==> config.mk <==
export PLATFORM = sky130hd
export DESIGN_NAME = gf_antilog_seq
export DESIGN_NICKNAME = d
export VERILOG_FILES = /design/src/rtl/gf256_pkg.sv /design/src/rtl/gf256_mul.sv /design/src/rtl/gf_antilog_seq.sv
export SDC_FILE = /design/constraint.sdc
export NUM_CORES = 1
export LEC_CHECK = 0
export CAP_MARGIN = 20
export CORE_UTILIZATION = 40
export DETAILED_ROUTE_END_ITERATION = 10
export SYNTH_ARGS = -nofsm -noshare
export SYNTH_HDL_FRONTEND = slang
export SYNTH_SLANG_ARGS = --single-unit
export TNS_END_PERCENT = 5
==> constraint.sdc <==
create_clock -name clk -period 4.01 [get_ports clk]
set_input_delay 0.6015 -clock clk [delete_from_list [all_inputs] [get_ports clk]]
set_output_delay 0.6015 -clock clk [all_outputs]
set_load 0.05 [all_outputs]
==> src/rtl/gf256_pkg.sv <==
// gf256_pkg: GF(2^8) field constants, element/exponent types and antilog FSM states.
package gf256_pkg;
  localparam logic [8:0] PRIM_POLY = 9'h15F;
  typedef logic [7:0] gf_elem_t;
  typedef logic [7:0] gf_exp_t;
  // alpha^(2^i) for i = 0..7, entry i at slice [i]
  localparam logic [7:0][7:0] ALPHA_POW2 = {8'hC0, 8'h95, 8'h9A, 8'h86, 8'h5F, 8'h10, 8'h04, 8'h02};
  typedef enum logic [1:0] {IDLE, BUSY, DONE} state_t;
endpackage

==> src/rtl/gf256_mul.sv <==
// gf256_mul: combinational GF(2^8) multiplier, Horner-style shift/reduce over b's bits.
module gf256_mul #(
  parameter logic [8:0] PRIM_POLY = 9'h15F
) (
  input  logic [7:0] a,
  input  logic [7:0] b,
  output logic [7:0] p
);
  always_comb begin
    p = 8'h00;
    for (int k = 7; k >= 0; k--)
      p = {p[6:0], 1'b0} ^ (p[7] ? PRIM_POLY[7:0] : 8'h00) ^ (b[k] ? a : 8'h00);
  end
endmodule

==> src/rtl/gf_antilog_seq.sv <==
// gf_antilog_seq: sequential alpha^n via square-and-multiply over the 8 exponent bits.
module gf_antilog_seq
  import gf256_pkg::*;
#(
  parameter logic [8:0] PRIM_POLY = 9'h15F
) (
  input  logic       clk,
  input  logic       rst,
  input  logic       in_valid,
  output logic       in_ready,
  input  logic [7:0] in_exp,
  input  logic       in_zero,
  output logic       out_valid,
  input  logic       out_ready,
  output logic [7:0] out_elem,
  output logic       busy
);
  state_t   state, state_d;
  gf_elem_t acc, prod;
  gf_exp_t  exp_q;
  logic     zero_q;
  logic [2:0] i;
  gf256_mul #(.PRIM_POLY(PRIM_POLY)) u_mul (.a(acc), .b(ALPHA_POW2[i]), .p(prod));
  always_comb begin
    state_d = state;
    state_d = (state == IDLE && in_valid)  ? BUSY :
              (state == BUSY && i == 3'd7) ? DONE :
              (state == DONE && out_ready) ? IDLE : state;
  end
  always_ff @(posedge clk or posedge rst) begin
    if (rst) begin
      state  <= IDLE;
      acc    <= 8'h01;
      i      <= 3'd0;
      exp_q  <= 8'h00;
      zero_q <= 1'b0;
    end else begin
      state <= state_d;
      if (state == IDLE && in_valid) begin
        exp_q  <= in_exp;
        zero_q <= in_zero;
        acc    <= 8'h01;
        i      <= 3'd0;
      end else if (state == BUSY) begin
        if (exp_q[i]) acc <= prod;
        i <= i + 3'd1;
      end
    end
  end
  assign in_ready  = state == IDLE;
  assign out_valid = state == DONE;
  assign busy      = state != IDLE;
  // exponent 255 needs no special case: alpha^255 = 1 falls out of the product
  assign out_elem  = (out_valid && !zero_q) ? acc : 8'h00;
endmodule

Word-level counts from Yosys, hierarchy flattened
Memory sizes are Yosys's and may differ from the RTL's.
Index checks and enable logic that the tools add are counted.
{"block": "totals", "regBits": 22, "mem_bits_ro": 64, "in_bits": 13, "out_inout_bits": 11, "elab_cells": 63, "memories": 1}
{"memory": "(name not given)", "depth": 8, "width": 8, "read_ports": 1, "rd_ports_with_merged_regs": 0, "wr": 0, "line_no": "gf_antilog_seq.sv:23", "text": "gf256_mul #(.PRIM_POLY(PRIM_POLY)) u_mul (.a(acc), .b(ALPHA_POW2[i]), .p(prod));"}
{"block": "op_classes", "add_sub_neg": 1, "magnitude_cmp": 1, "n_eq_ne": 3, "mux": 27, "bitwise": 14, "n_reduce_logical": 11}
{"cell": "$xor A8 B8 Y8", "n": 14}
{"cell": "$mux W8", "n": 13}
{"cell": "$mux W7", "n": 7}
{"cell": "$mux W2", "n": 3}
{"cell": "$mux W3", "n": 2}
{"cell": "$reduce_bool A2 Y1", "n": 3}
{"cell": "$logic_and A1 B1 Y1", "n": 4}
{"cell": "$lt A3 B4 Y1 const B", "n": 1}
{"cell": "$add A3 B1 Y3 const B", "n": 1}
{"cell": "$bmux W1 S3", "n": 1}
{"cell": "$eq A3 B3 Y1 const B", "n": 1}
{"cell": "$reduce_bool A3 Y1", "n": 1}
{"cell": "$eq A2 B1 Y1 const B", "n": 1}
{"cell": "$eq A2 B2 Y1 const B", "n": 1}
{"cell": "$logic_not A2 Y1", "n": 1}
{"cell": "$reduce_and A2 Y1", "n": 1}
{"cell": "$logic_not A1 Y1", "n": 1}
{"cell": "$mux W1", "n": 1}

Longest topological paths before layout
Gate-level depths: netlist of run 1.
{"block": "logic_depth", "ltp_word": 27, "mapped_depth": 12, "ltp_nobuf": 10}

Modules after synthesis
Synthesis of run 1 repeated with hierarchy kept, for this count alone.
{"block": "hier_totals", "hier_cells": 288, "hier_area_um2": 2493.6}
{"module": "gf256_mul", "n_inst": 1, "cells_each": 168, "area_each_um2": 1266.2, "seq_area_each_um2": 0.0}
{"module": "gf_antilog_seq", "n_inst": 1, "cells_each": 120, "area_each_um2": 1227.4, "seq_area_each_um2": 551.8}

Least setup slack after synthesis of run 1
Ideal clock, no wire load.
{"block": "synth_path", "kind": "reg2reg", "from": "reg i[1]", "to": "reg acc[1]", "setup_ns": 0.076, "arrival_time_ns": 2.955, "required_ns": 3.934, "path_slack_ns": 0.979, "path_stages_with_launch": 11, "n_path_buf": 0, "synth_period_minus_slack_ns": 3.031, "cell_sequence": "dfrtp_1 ha_1 ha_1 or4b_1 o21ai_0 a32oi_2 xnor2_1 xnor3_2 xnor3_1 mux2_4 o21ai_2"}
{"block": "synth_via", "elab_chain_cells": 24, "word_cells_on_any_way": 38, "classes_between": "mux (21); bitwise (14); reduce/logical (2); memory (1)"}
{"element": "start, declared", "line_no": "gf_antilog_seq.sv:22", "text": "logic [2:0] i;"}
{"element": "start signal, assigned", "line_no": "gf_antilog_seq.sv:46", "text": "i <= i + 3'd1;"}
{"element": "$mem_v2 Z8 W8"}
{"element": "$mux W8 (implied by the code)", "line_no": "gf_antilog_seq.sv:23"}
{"element": "$mux W8", "line_no": "gf256_mul.sv:12", "text": "p = {p[6:0], 1'b0} ^ (p[7] ? PRIM_POLY[7:0] : 8'h00) ^ (b[k] ? a : 8'h00);"}
{"element": "$mux W7", "line_no": "gf256_mul.sv:12"}
{"element": "$xor A8 B8 Y8 (4 in series)", "line_no": "gf256_mul.sv:12"}
{"element": "$mux W7", "line_no": "gf256_mul.sv:12"}
{"element": "$xor A8 B8 Y8 (4 in series)", "line_no": "gf256_mul.sv:12"}
{"element": "$mux W7", "line_no": "gf256_mul.sv:12"}
{"element": "$xor A8 B8 Y8 (4 in series)", "line_no": "gf256_mul.sv:12"}
{"element": "$mux W7", "line_no": "gf256_mul.sv:12"}
{"element": "$xor A8 B8 Y8 (2 in series)", "line_no": "gf256_mul.sv:12"}
{"element": "$mux W8", "line_no": "gf_antilog_seq.sv:45", "text": "if (exp_q[i]) acc <= prod;"}
{"element": "$mux W8", "line_no": "gf_antilog_seq.sv:44", "text": "end else if (state == BUSY) begin"}
{"element": "$mux W8", "line_no": "gf_antilog_seq.sv:39", "text": "if (state == IDLE && in_valid) begin"}
{"element": "end signal, assigned", "line_no": "gf_antilog_seq.sv:45"}
{"element": "end, declared", "line_no": "gf_antilog_seq.sv:19", "text": "gf_elem_t acc, prod;"}
Parallel ways exist; a longest one is shown, timed or not. The select of a mux whose other input is x is not followed.
A chain may end at the register's enable or synchronous reset.

Final worst setup path of run 1
{"block": "layout_path", "from": "reg i[0]", "to": "reg acc[1]"}
Same word-level chain as after synthesis.

==> results of run 1 <==
## final timing paths
kind,start,endpoint,cells after the start
worst max-delay path,i[0],acc[1],10
worst min-delay path,exp_q[6],exp_q[6],1
worst max register to register,i[0],acc[1],10
worst min register to register,exp_q[6],exp_q[6],1
max in group asynchronous,rst,acc[3],2
min in group asynchronous,rst,exp_q[6],2
## final cells by class
| type | instances | area [µm²] |
|---|---|---|
| Sequential cell | 22 | 552 |
| Fill cell | 552 | 2920 |
| Timing Repair Buffer | 28 | 268 |
| Inverter | 9 | 33.8 |
| Tap cell | 72 | 90.1 |
| Clock buffer | 4 | 45.0 |
| Multi-Input combinational cell | 229 | 1660 |
## cell families after synthesis
kind of cell | after synthesis | synth area share
xor+xnor | 55 | 0.238
buf+inv | 30 | 0.0600
simple gates | 97 | 0.191
compound gates | 51 | 0.142
fa+ha+maj | 5 | 0.0266
mux | 21 | 0.107
flops | 22 | 0.234
## metrics by stage
stage	cells	setup slack [ns]	area [µm²]	total power [W]
floorplan	281	0.979	2350	0.000229
global placement	360	0.739	2610	0.000243
detailed placement	360	0.580	2610	0.000243
CTS	364	0.533	2650	0.000386
global route	364	0.321	2650	0.000399
finish	364	0.556	2650	0.000381
## cells in the final DEF (no fill, tap or decap), types with 2 or more instances in the layout
cell	synthesis	final
sky130_fd_sc_hd__nand2_1	55	55
sky130_fd_sc_hd__xnor2_1	39	39
sky130_fd_sc_hd__clkdlybuf4s50_1	0	23
sky130_fd_sc_hd__dfrtp_1	21	21
sky130_fd_sc_hd__o21ai_0	18	18
sky130_fd_sc_hd__mux2_2	10	10
sky130_fd_sc_hd__xor2_1	10	10
sky130_fd_sc_hd__nor2b_1	9	9
sky130_fd_sc_hd__nor2_1	8	8
sky130_fd_sc_hd__mux2i_1	8	8
sky130_fd_sc_hd__a21oi_1	8	8
sky130_fd_sc_hd__inv_1	8	8
sky130_fd_sc_hd__and2_1	8	8
sky130_fd_sc_hd__nand2b_1	6	6
sky130_fd_sc_hd__a22oi_1	6	6
sky130_fd_sc_hd__ha_1	5	5
sky130_fd_sc_hd__buf_4	2	5
sky130_fd_sc_hd__nand3_1	4	4
sky130_fd_sc_hd__o211ai_1	3	3
sky130_fd_sc_hd__xnor3_1	3	3
sky130_fd_sc_hd__o221ai_1	3	3
sky130_fd_sc_hd__clkbuf_8	0	3
sky130_fd_sc_hd__mux4_2	2	2
sky130_fd_sc_hd__a31oi_1	2	2
sky130_fd_sc_hd__xnor3_2	2	2
sky130_fd_sc_hd__nor3_1	2	2
sky130_fd_sc_hd__o21bai_1	2	2
## power breakdown
part	leakage, nW	internal [W]	total, W	switching, W
Combinational	0.736	0.0000102	0.0000160	0.00000578
Clock	0.0228	0.0000708	0.000143	0.0000724
Sequential	0.272	0.000222	0.000222	0
## flip-flops by register name, indices dropped and copies added (netlist names)
| register | count |
|---|---|
| acc | 8 |
| exp_q | 8 |
| state | 2 |
| i | 3 |
| zero_q | 1 |
## worst max-delay path, cell delays in order, from the launching register on
cell                      delay, ns
sky130_fd_sc_hd__dfrtp_1       0.56
sky130_fd_sc_hd__ha_1          0.36
sky130_fd_sc_hd__ha_1          0.30
sky130_fd_sc_hd__or2_1         0.29
sky130_fd_sc_hd__nand2_1       0.11
sky130_fd_sc_hd__xnor2_1       0.28
sky130_fd_sc_hd__xnor3_2       0.52
sky130_fd_sc_hd__xor2_1        0.17
sky130_fd_sc_hd__xnor3_1       0.42
sky130_fd_sc_hd__mux2_4        0.31
sky130_fd_sc_hd__o21ai_2       0.05
## layer usage
layer,global-route usage,vias up,routed length [µm]
li1,-,963,-
met1,0.286,933,2740
met2,0.336,47,2670
met3,0.0276,10,276
met4,0.0685,0,123
met5,0,-,0
==> load_flow_metrics.sql, run 1 <==
INSERT INTO impl_metrics (metric_group, metric, value, unit) VALUES
('sta', 'max-slew-margin-rel', '0.323', ''),
('worst_hold_path', 'min-delay-path-class', 'reg -> reg', ''),
('yosys', 'synth_top_cell_area_share', '0.223', ''),
('global_route', 'grt_antenna_before_repair', '0', ''),
('clock_tree', 'cts_root_buffer', 'sky130_fd_sc_hd__clkbuf_8', ''),
('place', 'gp_routability_congestion', '0.860', ''),
('clock_tree', 'number_of_buffers_on_the_longest_clock_path', '2', ''),
('sta', 'period_needed', '3.45', 'ns'),
('sta', 'hold_violations', '0', ''),
('worst_setup_path', 'timing_worst_setup_path_type', 'reg -> reg', ''),
('finish', 'layout-drive-gt1-share', '0.0959', ''),
('global_route', 'grt_start_max_net_pins', '23', ''),
('worst_setup_path', 'startpoint_type', 'flop', ''),
('sta', 'timing.hold.ws', '0.508', 'ns'),
('worst_setup_path', 'end_kind', 'flop', ''),
('clock_tree', 'cts_tree', 'built', ''),
('route', 'detailedRoute.firstPassIterationCount', '4', ''),
('worst_setup_path', 'worst_ep_arrival_time', '3.64', 'ns'),
('place', 'quantity_of_i_o_buffers_inserted_on_ports', '23', ''),
('route', 'drt_drc_violations_left', '0', ''),
('floorplan', 'die_width', '78.7', 'µm'),
('power', 'leakagePower', '1.03', 'nW'),
('yosys', 'synth_ff_type', 'sky130_fd_sc_hd__dfrtp_1', ''),
('yosys', 'yosys.cell_count.top_type', 'sky130_fd_sc_hd__nand2_1', ''),
('yosys', 'yosys_warnings', '0', ''),
('yosys', 'synth_unique_cells', '46', ''),
('clock_tree', 'cts_sinks', '22', ''),
('yosys', 'post_synth_inst_count', '281', ''),
('run_status', 'status', 'finished clean', ''),
('clock_tree', 'cts_inserted_buffers', '3', ''),
('power', 'pwr_density_cell', '144', 'mW/mm²'),
('floorplan', 'io-pin-count', '24', ''),
('yosys', 'synth-seq-cells', '22', ''),
('route', 'detail_route.wl_per_cell', '15.9', 'µm'),
('yosys', 'main_area_contributors_after_synthesis', 'sky130_fd_sc_hd__dfrtp_1 (22%), sky130_fd_sc_hd__xnor2_1 (15%), sky130_fd_sc_hd__nand2_1 (8.8%), sky130_fd_sc_hd__mux2_2 (4.8%), sky130_fd_sc_hd__o21ai_0 (3.8%)', ''),
('worst_setup_path', 'critPathMaxFanout', '10', ''),
('sta', 'finalSetupViolCount', '0', ''),
('floorplan', 'core', '0.00557', 'mm²'),
('clock_tree', 'post_cts.repair.setup_buffers', '0', ''),
('route', 'via_count', '1953', ''),
('clock_tree', 'worst_setup_hold_path_clk_slew', '0.08', 'ns'),
('global_route', 'grt_pass1_wl', '9900', 'µm'),
('route', 'drt-total-wl', '5800', 'µm'),
('yosys', 'synth_area_per_cell', '8.38', 'µm²'),
('floorplan', 'die-area', '0.00620', 'mm²'),
('worst_setup_path', 'reg2reg_slack', '0.56', 'ns'),
('place', 'place.detailed.hpwl', '4320', 'µm'),
('global_route', 'overflow', '0', ''),
('finish', 'area_growth', '12.5', '%'),
('route', 'detailedRoute.firstIterationViolations', '112', ''),
('sta', 'worst-slew-pin-transition', '1.01', 'ns'),
('yosys', 'syn-cell-area', '0.00235', 'mm²'),
('floorplan', 'start_util', '0.422', ''),
('yosys', 'synth.top_cells.by_count', 'sky130_fd_sc_hd__nand2_1 (55), sky130_fd_sc_hd__xnor2_1 (39), sky130_fd_sc_hd__dfrtp_1 (21), sky130_fd_sc_hd__o21ai_0 (18), sky130_fd_sc_hd__clkbuf_1 (12)', ''),
('sta', 'finClkSkew', '0.00577', 'ns'),
('sta', 'final_min_period_over_clock_period', '0.861', ''),
('route', 'vias_per_cell', '5.37', ''),
('clock_tree', 'cts_resizes', '0', ''),
('yosys', 'yosysSeqAreaShare', '0.234', ''),
('global_route', 'grtUsageTotal', '0.208', ''),
('clock_tree', 'cts-hold-fix-buffers', '0', ''),
('floorplan', 'row_count', '27', ''),
('route', 'drtAntennaViolNets', '0', ''),
('yosys', 'synth_nets', '299', ''),
('clock_tree', 'cts_h_tree_depth', '1', ''),
('sta', 'timing_max_transition_violations_final', '0', ''),
('sta', 'setup_total_negative_slack', '0', 'ns'),
('sta', 'unrepaired_setup_endpoints_after_global_routing', 'false', ''),
('clock_tree', 'clk_latency', '0.26', 'ns'),
('yosys', 'synth_area_leader_cell', 'sky130_fd_sc_hd__dfrtp_1', ''),
('yosys', 'synth_enable_flop_cells', '0', ''),
('run', 'drv.max_cap_violation_count', '0', ''),
('worst_setup_path', 'critical_path_required', '4.20', 'ns'),
('finish', 'n_antenna_cell', '0', ''),
('finish', 'design.final.nets', '311', ''),
('power', 'vdd_ir_drop_max', '0.142', 'mV'),
('finish', 'finalCoreUtilization', '0.475', ''),
('floorplan', 'dieHeight', '78.7', 'µm'),
('yosys', 'async_reset_ff_frac', '1.00', ''),
('global_route', 'grt_pass1_vias', '1982', ''),
('sta', 'fmax', '0.290', 'GHz');
No activity file was read; power rests on OpenSTA's default activity.
==> run 2: changes to the inputs <==
--- a/config.mk
+++ b/config.mk
@@ -8,6 +8,7 @@
 export CAP_MARGIN = 20
 export CORE_UTILIZATION = 40
 export DETAILED_ROUTE_END_ITERATION = 10
+export SLEW_MARGIN = 20
 export SYNTH_ARGS = -nofsm -noshare
 export SYNTH_HDL_FRONTEND = slang
 export SYNTH_SLANG_ARGS = --single-unit
==> results of run 2 <==
No change in the layout: final DEF, timing and power equal those of run 1.
